--- src/rtl/stk_pkg.sv ---
// Shared types and sizing for the stk pipeline.
// cmd_op_t  : client command opcode (PUSH/POP)
// err_t     : rejection code returned on the response channel
// ctxt_id_t : stack context identifier
package stk_pkg;

  localparam int unsigned CTXT_N  = 4;   // number of stack contexts, power of 2
  localparam int unsigned CTXT_W  = $clog2(CTXT_N);
  localparam int unsigned DEPTH_W = 10;  // per-context depth counter width

  localparam logic [DEPTH_W-1:0] DEPTH_MAX = '1;

  typedef enum logic {
    OP_PUSH = 1'b0,
    OP_POP  = 1'b1
  } cmd_op_t;

  typedef enum logic [1:0] {
    ERR_NONE   = 2'd0,
    ERR_NODESC = 2'd1,
    ERR_EMPTY  = 2'd2
  } err_t;

  typedef logic [CTXT_W-1:0] ctxt_id_t;

endpackage

--- src/rtl/stk_pipe_ad_cnt.sv ---
// Per-context stack depth counters for the admission stage.
// Ports:
//   clk, rst : clock, synchronous active-high reset
//   inc_i    : increment depth of ctxt_i (ignored when saturated)
//   dec_i    : decrement depth of ctxt_i (ignored when zero)
//   ctxt_i   : context addressed by inc_i/dec_i
//   zero_o   : per-context depth == 0
//   max_o    : per-context depth == DEPTH_MAX
module stk_pipe_ad_cnt
  import stk_pkg::*;
(
  input  logic              clk,
  input  logic              rst,
  input  logic              inc_i,
  input  logic              dec_i,
  input  ctxt_id_t          ctxt_i,
  output logic [CTXT_N-1:0] zero_o,
  output logic [CTXT_N-1:0] max_o
);

  logic [DEPTH_W-1:0] depth_q [CTXT_N];
  logic [DEPTH_W-1:0] depth_d [CTXT_N];

  always_comb begin
    for (int unsigned i = 0; i < CTXT_N; i++) begin
      zero_o[i] = (depth_q[i] == '0);
      max_o[i]  = (depth_q[i] == DEPTH_MAX);
    end
  end

  // The caller advances at most one command per cycle, so inc and dec never collide.
  // The guards keep the counter from wrapping even if a caller misbehaves.
  always_comb begin
    depth_d = depth_q;
    if (inc_i && !max_o[ctxt_i]) begin
      depth_d[ctxt_i] = depth_q[ctxt_i] + DEPTH_W'(1);
    end else if (dec_i && !zero_o[ctxt_i]) begin
      depth_d[ctxt_i] = depth_q[ctxt_i] - DEPTH_W'(1);
    end
  end

  always_ff @(posedge clk) begin
    if (rst) begin
      for (int unsigned i = 0; i < CTXT_N; i++) begin
        depth_q[i] <= '0;
      end
    end else begin
      depth_q <= depth_d;
    end
  end

endmodule

--- src/rtl/stk_pipe_ad.sv ---
// Admission stage of the stk pipeline.
// Holds one client command, decides whether it is admissible against the per-context
// depth and the allocator state, requests a descriptor for admitted pushes, and forwards
// admitted commands to lk or returns a rejection response.
// Ports:
//   clk, rst                          : clock, synchronous active-high reset
//   i_cmd_vld/i_cmd_op/i_cmd_ctxt     : client command, taken when i_cmd_vld & o_cmd_rdy
//   o_cmd_rdy                         : ad holding register can take a command
//   o_ad_alloc                        : descriptor request to al (combinational)
//   i_ad_empty_r, i_ad_busy           : al has no free descriptor / al initialising
//   i_lk_stall                        : lk cannot take a command this cycle
//   o_lk_vld_r/o_lk_op_r/o_lk_ctxt_r  : admitted command in lk stage
//   o_rsp_vld_r/o_rsp_ctxt_r/o_rsp_err_r : one-cycle rejection response
module stk_pipe_ad
  import stk_pkg::*;
(
  input  logic     clk,
  input  logic     rst,
  input  logic     i_cmd_vld,
  input  cmd_op_t  i_cmd_op,
  input  ctxt_id_t i_cmd_ctxt,
  output logic     o_cmd_rdy,
  output logic     o_ad_alloc,
  input  logic     i_ad_empty_r,
  input  logic     i_ad_busy,
  input  logic     i_lk_stall,
  output logic     o_lk_vld_r,
  output cmd_op_t  o_lk_op_r,
  output ctxt_id_t o_lk_ctxt_r,
  output logic     o_rsp_vld_r,
  output ctxt_id_t o_rsp_ctxt_r,
  output err_t     o_rsp_err_r
);

  logic     ad_vld_q, ad_vld_d;
  cmd_op_t  ad_op_q, ad_op_d;
  ctxt_id_t ad_ctxt_q, ad_ctxt_d;

  logic     lk_vld_q, lk_vld_d;
  cmd_op_t  lk_op_q, lk_op_d;
  ctxt_id_t lk_ctxt_q, lk_ctxt_d;

  logic     rsp_vld_q, rsp_vld_d;
  ctxt_id_t rsp_ctxt_q, rsp_ctxt_d;
  err_t     rsp_err_q, rsp_err_d;

  logic              ad_adv, cmd_acc, push_ok, pop_ok, admit, reject;
  logic [CTXT_N-1:0] ctxt_zero, ctxt_max;

  stk_pipe_ad_cnt u_cnt (
    .clk    (clk),
    .rst    (rst),
    .inc_i  (push_ok),
    .dec_i  (pop_ok),
    .ctxt_i (ad_ctxt_q),
    .zero_o (ctxt_zero),
    .max_o  (ctxt_max)
  );

  // Advancing is gated by busy and stall so an alloc is only ever issued when lk will
  // capture the entry in the same cycle that consumes the al pointer.
  always_comb begin
    ad_adv  = ad_vld_q && !i_ad_busy && !i_lk_stall;
    cmd_acc = i_cmd_vld && o_cmd_rdy;
    push_ok = ad_adv && (ad_op_q == OP_PUSH) && !i_ad_empty_r && !ctxt_max[ad_ctxt_q];
    pop_ok  = ad_adv && (ad_op_q == OP_POP) && !ctxt_zero[ad_ctxt_q];
    admit   = push_ok || pop_ok;
    reject  = ad_adv && !admit;
  end

  assign o_cmd_rdy  = !ad_vld_q || ad_adv;
  assign o_ad_alloc = push_ok;

  always_comb begin
    ad_vld_d  = ad_vld_q;
    ad_op_d   = ad_op_q;
    ad_ctxt_d = ad_ctxt_q;
    if (cmd_acc) begin
      ad_vld_d  = 1'b1;
      ad_op_d   = i_cmd_op;
      ad_ctxt_d = i_cmd_ctxt;
    end else if (ad_adv) begin
      ad_vld_d  = 1'b0;
    end
  end

  always_comb begin
    lk_vld_d   = admit;
    lk_op_d    = lk_op_q;
    lk_ctxt_d  = lk_ctxt_q;
    rsp_vld_d  = reject;
    rsp_ctxt_d = rsp_ctxt_q;
    rsp_err_d  = rsp_err_q;
    if (admit) begin
      lk_op_d   = ad_op_q;
      lk_ctxt_d = ad_ctxt_q;
    end
    if (reject) begin
      rsp_ctxt_d = ad_ctxt_q;
      rsp_err_d  = (ad_op_q == OP_PUSH) ? ERR_NODESC : ERR_EMPTY;
    end
  end

  always_ff @(posedge clk) begin
    if (rst) begin
      ad_vld_q   <= 1'b0;
      ad_op_q    <= OP_PUSH;
      ad_ctxt_q  <= '0;
      lk_vld_q   <= 1'b0;
      lk_op_q    <= OP_PUSH;
      lk_ctxt_q  <= '0;
      rsp_vld_q  <= 1'b0;
      rsp_ctxt_q <= '0;
      rsp_err_q  <= ERR_NONE;
    end else begin
      ad_vld_q   <= ad_vld_d;
      ad_op_q    <= ad_op_d;
      ad_ctxt_q  <= ad_ctxt_d;
      lk_vld_q   <= lk_vld_d;
      lk_op_q    <= lk_op_d;
      lk_ctxt_q  <= lk_ctxt_d;
      rsp_vld_q  <= rsp_vld_d;
      rsp_ctxt_q <= rsp_ctxt_d;
      rsp_err_q  <= rsp_err_d;
    end
  end

  assign o_lk_vld_r   = lk_vld_q;
  assign o_lk_op_r    = lk_op_q;
  assign o_lk_ctxt_r  = lk_ctxt_q;
  assign o_rsp_vld_r  = rsp_vld_q;
  assign o_rsp_ctxt_r = rsp_ctxt_q;
  assign o_rsp_err_r  = rsp_err_q;

endmodule
--- config.mk ---
export PLATFORM = sky130hd
export DESIGN_NAME = stk_pipe_ad
export DESIGN_NICKNAME = d
export VERILOG_FILES = /design/src/rtl/stk_pkg.sv /design/src/rtl/stk_pipe_ad_cnt.sv /design/src/rtl/stk_pipe_ad.sv
export SDC_FILE = /design/constraint.sdc
export NUM_CORES = 1
export LEC_CHECK = 0
export ABC_CLOCK_PERIOD_IN_PS = 2080
export BUFFER_PORTS_ARGS = -buffer_cell sky130_fd_sc_hd__buf_2
export CAP_MARGIN = 20
export CORE_AREA = 5 5 76 78
export CTS_BUF_LIST = sky130_fd_sc_hd__clkbuf_8
export CTS_CLUSTER_DIAMETER = 30
export DETAILED_ROUTE_END_ITERATION = 10
export DIE_AREA = 0 0 81 83
export HOLD_SLACK_MARGIN = 0.12
export PLACE_DENSITY = 0.75
export SYNTH_ARGS = -nofsm -noshare
export SYNTH_HDL_FRONTEND = slang
export SYNTH_SLANG_ARGS = --single-unit
--- constraint.sdc ---
create_clock -name clk -period 2.08 [get_ports clk]
set_input_delay 0 -clock clk [delete_from_list [all_inputs] [get_ports clk]]
set_output_delay 0 -clock clk [all_outputs]
set_load 0.01 [all_outputs]
==> metrics.txt, run 1 <==
GR Overflow Total=0; syn_area_per_cell=9.288 um^2; Req. time, crit path=2250 ps; Post-Layout Cell Count=471; routed via count=3,079; EDFF count, synth=0; Mapped Nets=between 200 and 300; Hold Fails Final Rpt=0; Seq/Total Area, Yosys=0.3966; RSZ-0062 raised after global routing=yes; Synth top area share=0.3966; drt drc=0; Synth Instances=288; first-pass GRT wire length=14.68 mm; type of the worst min-delay path=in -> reg; Slew @ Worst Pin=739.7 ps; Comb power frac=0.207; Core Area=5010 um^2; routed len/inst=24.00 um; MaxCap Viol Count=0; total die area=roughly 6700 um^2; share of cells above drive strength 1=0.5087; Die Wd=81 um; Final min period=2549 ps; NetSw=0.6063 mW; DP HPWL=5.922 mm; overall routed net length=around 11 mm; Nets=approximately 400; Starting Density=0.5340; Root Driver=clkbuf_8; clock buffer depth=2; fmax=between 0.3 and 0.4 GHz; placer congestion estimate=slightly above 0.9; all-layer global routing usage=0.2822; Final setup viols=50; CP Launch Type=flip-flop; Yosys reg bits=53; asr flop ratio synth=0; Power Density=511.7 nW/um^2; remaining antenna violation count after routing=0; area grow syn2layout=62.11%; failing checks=setup timing; Diodes inserted=0; Internal=1.613 mW; Fillers=244; # rows=26; area leader, netlist=dfxtp_1; via/cell ratio=6.537; clk_skew=7.758 ps; io pins=20; Synth Flop Type=dfxtp_1; Clock power frac=0.321; vias in the first global route=2,886; IO Port Bufs=19; footprint of the multi-input gates=around 2000 um^2; Yosys cell types=39; synth top area cells=dfxtp_1 (40%), mux4_2 (7.6%), nand2b_1 (6.8%); status=complete, but fails checks; drt initial violations=322; Final Core Density=0.8656; Finished Cell Area=4337 um^2; Sw Share=0.2732; Worst Path Class, Setup=reg -> reg; clock slew at reported path FFs=100 ps; LEAKAGE=1.752 nW; Period Utilization, post-route=1.225; relative max-transition margin=0.5069; Critical Path End Type=flip-flop; fin. max-slew vios=0; Die Y=slightly above 80 um; # clock sinks=53; worst-path fanout max=6; Yosys Warn Count=0; Max VDD drop=0.3407 mV; CTS H-tree lvls=2; Overall Power=approximately 2.2 mW; Clock Latency Late Sink=between 300 and 400 ps; final worst slack=-469.0 ps; synthesized cell area=2675 um^2; Flop pwr share=0.472; initial antenna violation count=0; CTS Buf Count=5; Placed Instances=434; Placed Area=3371 um^2; first-pass iteration count of the detailed router=5; Worst Path Arrival=2720 ps; largest net degree at the start of global routing=44; register area=1069 um^2; CTS tree=built
final timing paths:
| kind | cells after the start | to | slack, ps | start |
|---|---|---|---|---|
| max | 10 | u_cnt.depth_q[36] | -470 | ad_ctxt_q[0] |
| min | 2 | u_cnt.depth_q[11] | 240 | rst |
| max reg2reg | 10 | u_cnt.depth_q[36] | -470 | ad_ctxt_q[0] |
| min reg2reg | 2 | o_rsp_err_r[1] | 490 | o_rsp_err_r[1] |
worst max-delay path, cell delays in order, from the launching register on:
cell and delay, ps:
dfxtp_4 420, buf_6 150, mux4_2 610, ha_1 290, nand2_2 90, buf_4 120, nor2_1 60, mux2i_1 180
xor2_1 210, buf_4 180, a211oi_1 80
power by group through the flow:
| stage | Clock, mW | Sequential [mW] | Combinational [mW] |
|---|---|---|---|
| final | 0.713 | 1.05 | 0.459 |
| after global routing | 0.762 | 1.05 | 0.475 |
| after CTS | 0.712 | 1.04 | 0.353 |
| after detailed placement | 0 | 1.07 | 0.275 |
| after global placement | 0 | 1.07 | 0.271 |
| after floorplan | 0 | 1.06 | 0.160 |
cell families after synthesis:
| group | count (synthesis) | share of synthesized area |
|---|---|---|
| compound gates | 56 | 0.1422 |
| buf+inv | 23 | 0.03976 |
| fa+ha+maj | 2 | 0.009353 |
| flops | 53 | 0.3966 |
| mux | 23 | 0.1342 |
| xor+xnor | 8 | 0.02619 |
| simple gates | 123 | 0.2516 |
cells in the mapped netlist, types with 8 or more instances:
master    instances
nand2b_1         29
nand2_1          13
a211oi_1         16
dfxtp_1          53
nor3_1           11
nor2_1           27
mux2i_1          13
o22ai_1          20
a21oi_1           8
nand3_1          11
nand4_1           8
mux4_2            9
what timing repair did:
item / CTS / global route
gates cloned: 1 / 1
buffers inserted: 8 / 10
hold endpoints to repair: 4 / 0
resized for setup: 35 / 80
pin swaps: 10 / 19
hold buffers: 11 / 0
setup endpoints to repair: 47 / 51
sequential cells by signal, summed over array words and instances (netlist names), named ones only:
| name | flops |
|---|---|
| ad_ctxt_q | 2 |
| ad_op_q | 1 |
| ad_vld_q | 1 |
| o_lk_ctxt_r | 2 |
| o_lk_op_r | 1 |
| o_lk_vld_r | 1 |
| o_rsp_ctxt_r | 2 |
| o_rsp_err_r | 2 |
| o_rsp_vld_r | 1 |
| u_cnt.depth_q | 36 |
metrics by stage:
stage / hold WS, ps / TNS (ps) / setup WS [ps]
2_1_floorplan: 129.4 / -1001 / -156.1
3_3_place_gp: 257.4 / -10070 / -395.2
3_5_place_dp: 268.6 / -11680 / -466.1
4_1_cts: 196.9 / -8350 / -328.5
5_1_grt: 260.3 / -17180 / -626.7
6_report: 236.3 / -13510 / -469.0
cells in the final DEF, fill, tap and decap left out, types with 3 or more instances in the layout:
master / n
mux4_2: 9
a211oi_4: 3
clkbuf_8: 5
nand2b_1: 27
nor2_1: 22
dlygate4sd3_1: 11
nand2_1: 10
nor3_2: 7
nand3_1: 9
mux2i_1: 7
buf_6: 17
mux2i_2: 3
o22ai_2: 5
nand4_1: 8
o22ai_1: 15
dfxtp_1: 51
nor3_1: 3
xnor2_4: 3
a211oi_2: 9
a21oi_1: 8
buf_2: 19
mux2i_4: 3
inv_1: 4
nor2_2: 3
xor2_1: 5
buf_4: 71
nor4_1: 3
nand2_2: 3
nor4_4: 3
o32ai_2: 3
a211oi_1: 4
layer usage:
layer | up-vias | share of wire | global-route usage
met2 | 217 | 0.48 | 0.4518
met4 | 0 | 0.074 | 0.1244
met3 | 76 | 0.092 | 0.06169
met5 | - | 0 | 0
met1 | 1482 | 0.35 | 0.3595
li1 | 1304 | - | -
layout make-up:
type	instances	share of cell area
clock buffers	5	0.01587
clock inverters	2	0.008944
inverters	7	0.007213
multi-input cells	212	0.4686
flip-flops and latches	53	0.2464
well taps	70	0.02020
repair buffers	122	0.2328
Power figures use the tool's default switching activity.
==> run 2: changes to the inputs <==
- BUFFER_PORTS_ARGS: -buffer_cell sky130_fd_sc_hd__buf_2 -> default
- DONT_BUFFER_PORTS: default -> 1
- PLACE_DENSITY: 0.75 -> 0.72
- TNS_END_PERCENT: default -> 1
==> metrics.txt, run 2 (synthesis results as in run 1) <==
MaxCap Viol Count=0; drt initial violations=261; Worst Path Class, Setup=reg -> reg; Internal=1.577 mW; IO Port Bufs=0; clock buffer depth=2; clock slew at reported path FFs=110 ps; Die Y=83 um; hold path startpoint=i_ad_busy; type of the worst min-delay path=in -> reg; Power Density=549.6 nW/um^2; fin. max-slew vios=0; CP Launch Type=flip-flop; via/cell ratio=between 6 and 7; CTS H-tree lvls=2; final worst slack=-416.6 ps; remaining antenna violation count after routing=0; overall routed net length=between 8 and 9 mm; clk_skew=14.08 ps; Fillers=327; hold_ws=250.2 ps; vias in the first global route=2,449; Critical Path End Type=flip-flop; first-pass iteration count of the detailed router=5; flip-flop count of the largest register after layout=36; most frequent cells in the layout=buf_4 (61), dfxtp_1 (50), nor2_1 (27); Slew @ Worst Pin=436.0 ps; NetSw=0.5482 mW; Sw Share=0.2579; Final Core Density=0.7720; Overall Power=2.126 mW; share of cells above drive strength 1=0.3984; Clock power frac=0.334; commonest non-fill, non-tap cell in the layout=buf_4; RSZ-0062 raised after global routing=yes; area grow syn2layout=44.57%; Core Area=approximately 5000 um^2; Post-Layout Cell Count=435; failing checks=setup timing; Worst Setup SP=ad_ctxt_q[0]; drt drc=0; routed len/inst=19.97 um; Flop pwr share=0.492; Comb power frac=0.174; Placed Area=~3200 um^2; initial antenna violation count=1; Period Utilization, post-route=1.200; all-layer global routing usage=0.2376; CTS Buf Count=5; Final setup viols=40; largest net degree at the start of global routing=58; footprint of the multi-input gates=1810 um^2; GR Overflow Total=0; register area=1067 um^2; relative max-transition margin=0.7071; worst-path fanout max=6; Req. time, crit path=roughly 2300 ps; Hold Fails Final Rpt=0; io pins=20; CTS tree=built; Root Driver=clkbuf_8; pre-CTS WS=-469.4 ps; Placed Instances=404; Final min period=2497 ps; routed via count=2,730; total die area=6723 um^2; placer congestion estimate=just under 0.9; Worst Path Arrival=~2700 ps; Die Wd=81 um; Critical R2R Launch=ad_ctxt_q[0]; Clock Latency Late Sink=about 310 ps; Nets=374; Fin Setup TNS=-8083 ps; DP HPWL=5.400 mm; status=complete, but fails checks; Biggest register=u_cnt.depth_q; LEAKAGE=~1.5 nW; first-pass GRT wire length=12.48 mm; Starting Density=0.5340; Finished Cell Area=3867 um^2; # clock sinks=53; Max VDD drop=around 0.4 mV; fmax=0.4005 GHz; # rows=26
[run 2: changes by cell type in the layout (fill, tap and decap cells not counted), moves of 4 or more]
cell and change:
buf_6 -13, buf_12 +4, nor2_1 +5, buf_2 -19
buf_4 -10
[run 2: critical path: stages, from the launching register on]
cell and delay (ps):
dfxtp_2 360, buf_12 130, mux4_2 580, buf_6 170, nor3_4 210, nand2_1 90, or3_4 350, mux2i_4 200
xnor2_4 130, a211oi_2 220
[run 2: area by class of cell]
type,count,area share
antenna,1,0.0006470
clock buffer,5,0.01779
clock inverter,3,0.01132
inverter,7,0.007441
multi-input combinational,212,0.4681
sequential,53,0.2760
tap,70,0.02265
timing repair buffer,84,0.1961
[run 2: path summary, 6_finish.rpt]
path	endpoint	slack, ps	cells after the start
worst max register to register	u_cnt.depth_q[29]	-420	9
worst max-delay path	u_cnt.depth_q[29]	-420	9
worst min register to register	u_cnt.depth_q[38]	540	2
worst min-delay path	o_rsp_err_r[0]	250	5
[run 2: timing repair]
action	CTS	global route
pin swaps	7	11
setup buffers	2	8
hold endpoints to repair	53	2
hold buffers	11	2
resized for setup	21	48
endpoints found under the setup margin	45	51
[run 2: power by group through the flow]
stage | registers (mW) | logic [mW] | clock network (mW)
4_1_cts | 1.04 | 0.293 | 0.713
3_5_place_dp | 1.07 | 0.229 | 0
3_3_place_gp | 1.07 | 0.226 | 0
2_1_floorplan | 1.06 | 0.158 | 0
6_report | 1.05 | 0.370 | 0.710
5_1_grt | 1.05 | 0.388 | 0.760
[run 2: per-layer routing]
| metal | GRT usage | part of all wire | up-vias |
|---|---|---|---|
| met3 | 0.04004 | 0.071 | 42 |
| met1 | 0.3277 | 0.39 | 1305 |
| met4 | 0.07680 | 0.045 | 0 |
| met5 | 0 | 0 | - |
| met2 | 0.3742 | 0.49 | 156 |
| li1 | - | - | 1227 |
==> run 3: changes to the inputs <==
- CORE_AREA: 5 5 76 78 -> 2 2 73 75
- DIE_AREA: 0 0 81 83 -> 0 0 75 77
- MAX_ROUTING_LAYER: default -> met4
- SKIP_CTS_REPAIR_TIMING: default -> 1
==> metrics.txt, run 3 (synthesis results as in run 1) <==
Die Y=77 um; routed via count=roughly 2,700; IO Port Bufs=0; failing checks=setup timing; initial antenna violation count=0; Hold Fails Final Rpt=0; Die Wd=about 75 um; CTS H-tree lvls=2; io pins=20; Crit-path slowest cell=mux4_2; overall routed net length=roughly 8.4 mm; all-layer global routing usage=0.2757; Finished Cell Area=3690 um^2; CP delay by family, top=multiplexers; vias in the first global route=2,379; Root Driver=clkbuf_8; Clock Latency Late Sink=320 ps; largest net degree at the start of global routing=between 50 and 60; # clock sinks=53; Starting Density=0.5375; crit-path cells=buf_12 > mux4_2 > inv_2 > ha_4 > nand2b_4 > nor4_2 > mux2i_1 > xor2_2 > buf_4 > a211oi_2; total die area=5775 um^2; Final min period=2534 ps; Placed Area=3144 um^2; Core Area=4977 um^2; clock buffer depth=2; drt initial violations=303; RSZ-0062 raised after global routing=yes; Worst Path Arrival=about 2800 ps; drt drc=0; first-pass GRT wire length=11.77 mm; commonest non-fill, non-tap cell in the layout=buf_4; clk_skew=5.691 ps; Top Metal Used=met4; Diodes inserted=0; remaining antenna violation count after routing=0; CTS tree=built; clock slew at reported path FFs=100 ps; crit-path max cell delay=approximately 580 ps; Worst Path Class, Setup=reg -> reg; flip-flop count of the largest register after layout=36; share of cells above drive strength 1=0.3616; hold path startpoint=i_ad_empty_r; Biggest register=u_cnt.depth_q; Req. time, crit path=~2300 ps; most frequent cells in the layout=buf_4 (58), dfxtp_1 (51), nor2_1 (26), nand2b_1 (26), o22ai_1 (16); area grow syn2layout=37.93%; DP HPWL=~5.4 mm; CP Launch Type=flip-flop; CTS Buf Count=5; final worst slack=-453.7 ps; GR Overflow Total=0; Fillers=350; relative max-transition margin=0.6128; fmax=0.3947 GHz; Nets=364; Final setup viols=between 40 and 50; Slew @ Worst Pin=about 580 ps; Period Utilization, post-route=1.218; Max VDD drop=0.4667 mV; Worst Setup SP=ad_ctxt_q[0]; wire length on met2=4.244 mm; fin. max-slew vios=0; routed len/inst=19.70 um; Power Density=around 560 nW/um^2; placer congestion estimate=0.9735; status=complete, but fails checks; type of the worst min-delay path=in -> reg; worst-path fanout max=5; Critical Path End Type=flip-flop; M1 WL=3.390 mm; MaxCap Viol Count=0; via/cell ratio=6.278; LEAKAGE=1.428 nW; # rows=26; WP buf/inv=3; Critical R2R Launch=ad_ctxt_q[0]; WL met3=about 570 um; Fin Setup TNS=-8181 ps; first-pass iteration count of the detailed router=5
run 3: final timing paths:
kind	cells after the start	endpoint	slack (ps)
hold reg to reg	2	o_rsp_err_r[1]	530
hold / removal	4	o_rsp_err_r[1]	130
setup reg to reg	10	u_cnt.depth_q[6]	-450
setup / recovery	10	u_cnt.depth_q[6]	-450
run 3: where the power goes:
group / leakage (nW) / switching [mW] / internal [mW]
sequential: 0.429 / 0.0181 / 1.03
clock: 0.0549 / 0.354 / 0.308
combinational: 0.944 / 0.172 / 0.176
total: 1.43 / 0.544 / 1.51
run 3: layout make-up:
cell class	instances	area, um^2	area share
clock inverter	1	8.758	0.002374
clock buffer	7	96.34	0.02611
multi-input combinational	212	1752	0.4747
timing repair buffer	74	653.1	0.1770
inverter	7	26.28	0.007121
sequential	53	1066	0.2889
tap	70	87.58	0.02374
run 3: worst reg2reg max path: stages, from the launching register on:
cell and delay [ps]:
dfxtp_4 390, buf_12 120, mux4_2 590, inv_2 110
ha_4 150, nand2b_4 70, nor4_2 280, mux2i_1 180
xor2_2 220, buf_4 170, a211oi_2 180
run 3: stage by stage:
stage                     setup WS [ps]  hold slack, ps  std cells    util  power (mW)
final                            -453.7           130.8        424  0.7413       2.057
after global routing             -516.3           161.2        424  0.7413       2.113
after CTS                        -456.8          -256.9        406  0.6528       1.945
after detailed placement         -423.4           77.28        398  0.6317       1.301
after global placement           -354.6           76.71        398  0.6317       1.298
after floorplan                  -164.2           129.4        288       -       1.221
run 3: per-layer routing:
layer / track usage / up-vias
met5: - / -
met4: 0.09107 / 0
met3: 0.04599 / 18
met2: 0.4009 / 128
met1: 0.3893 / 1314
li1: - / 1202
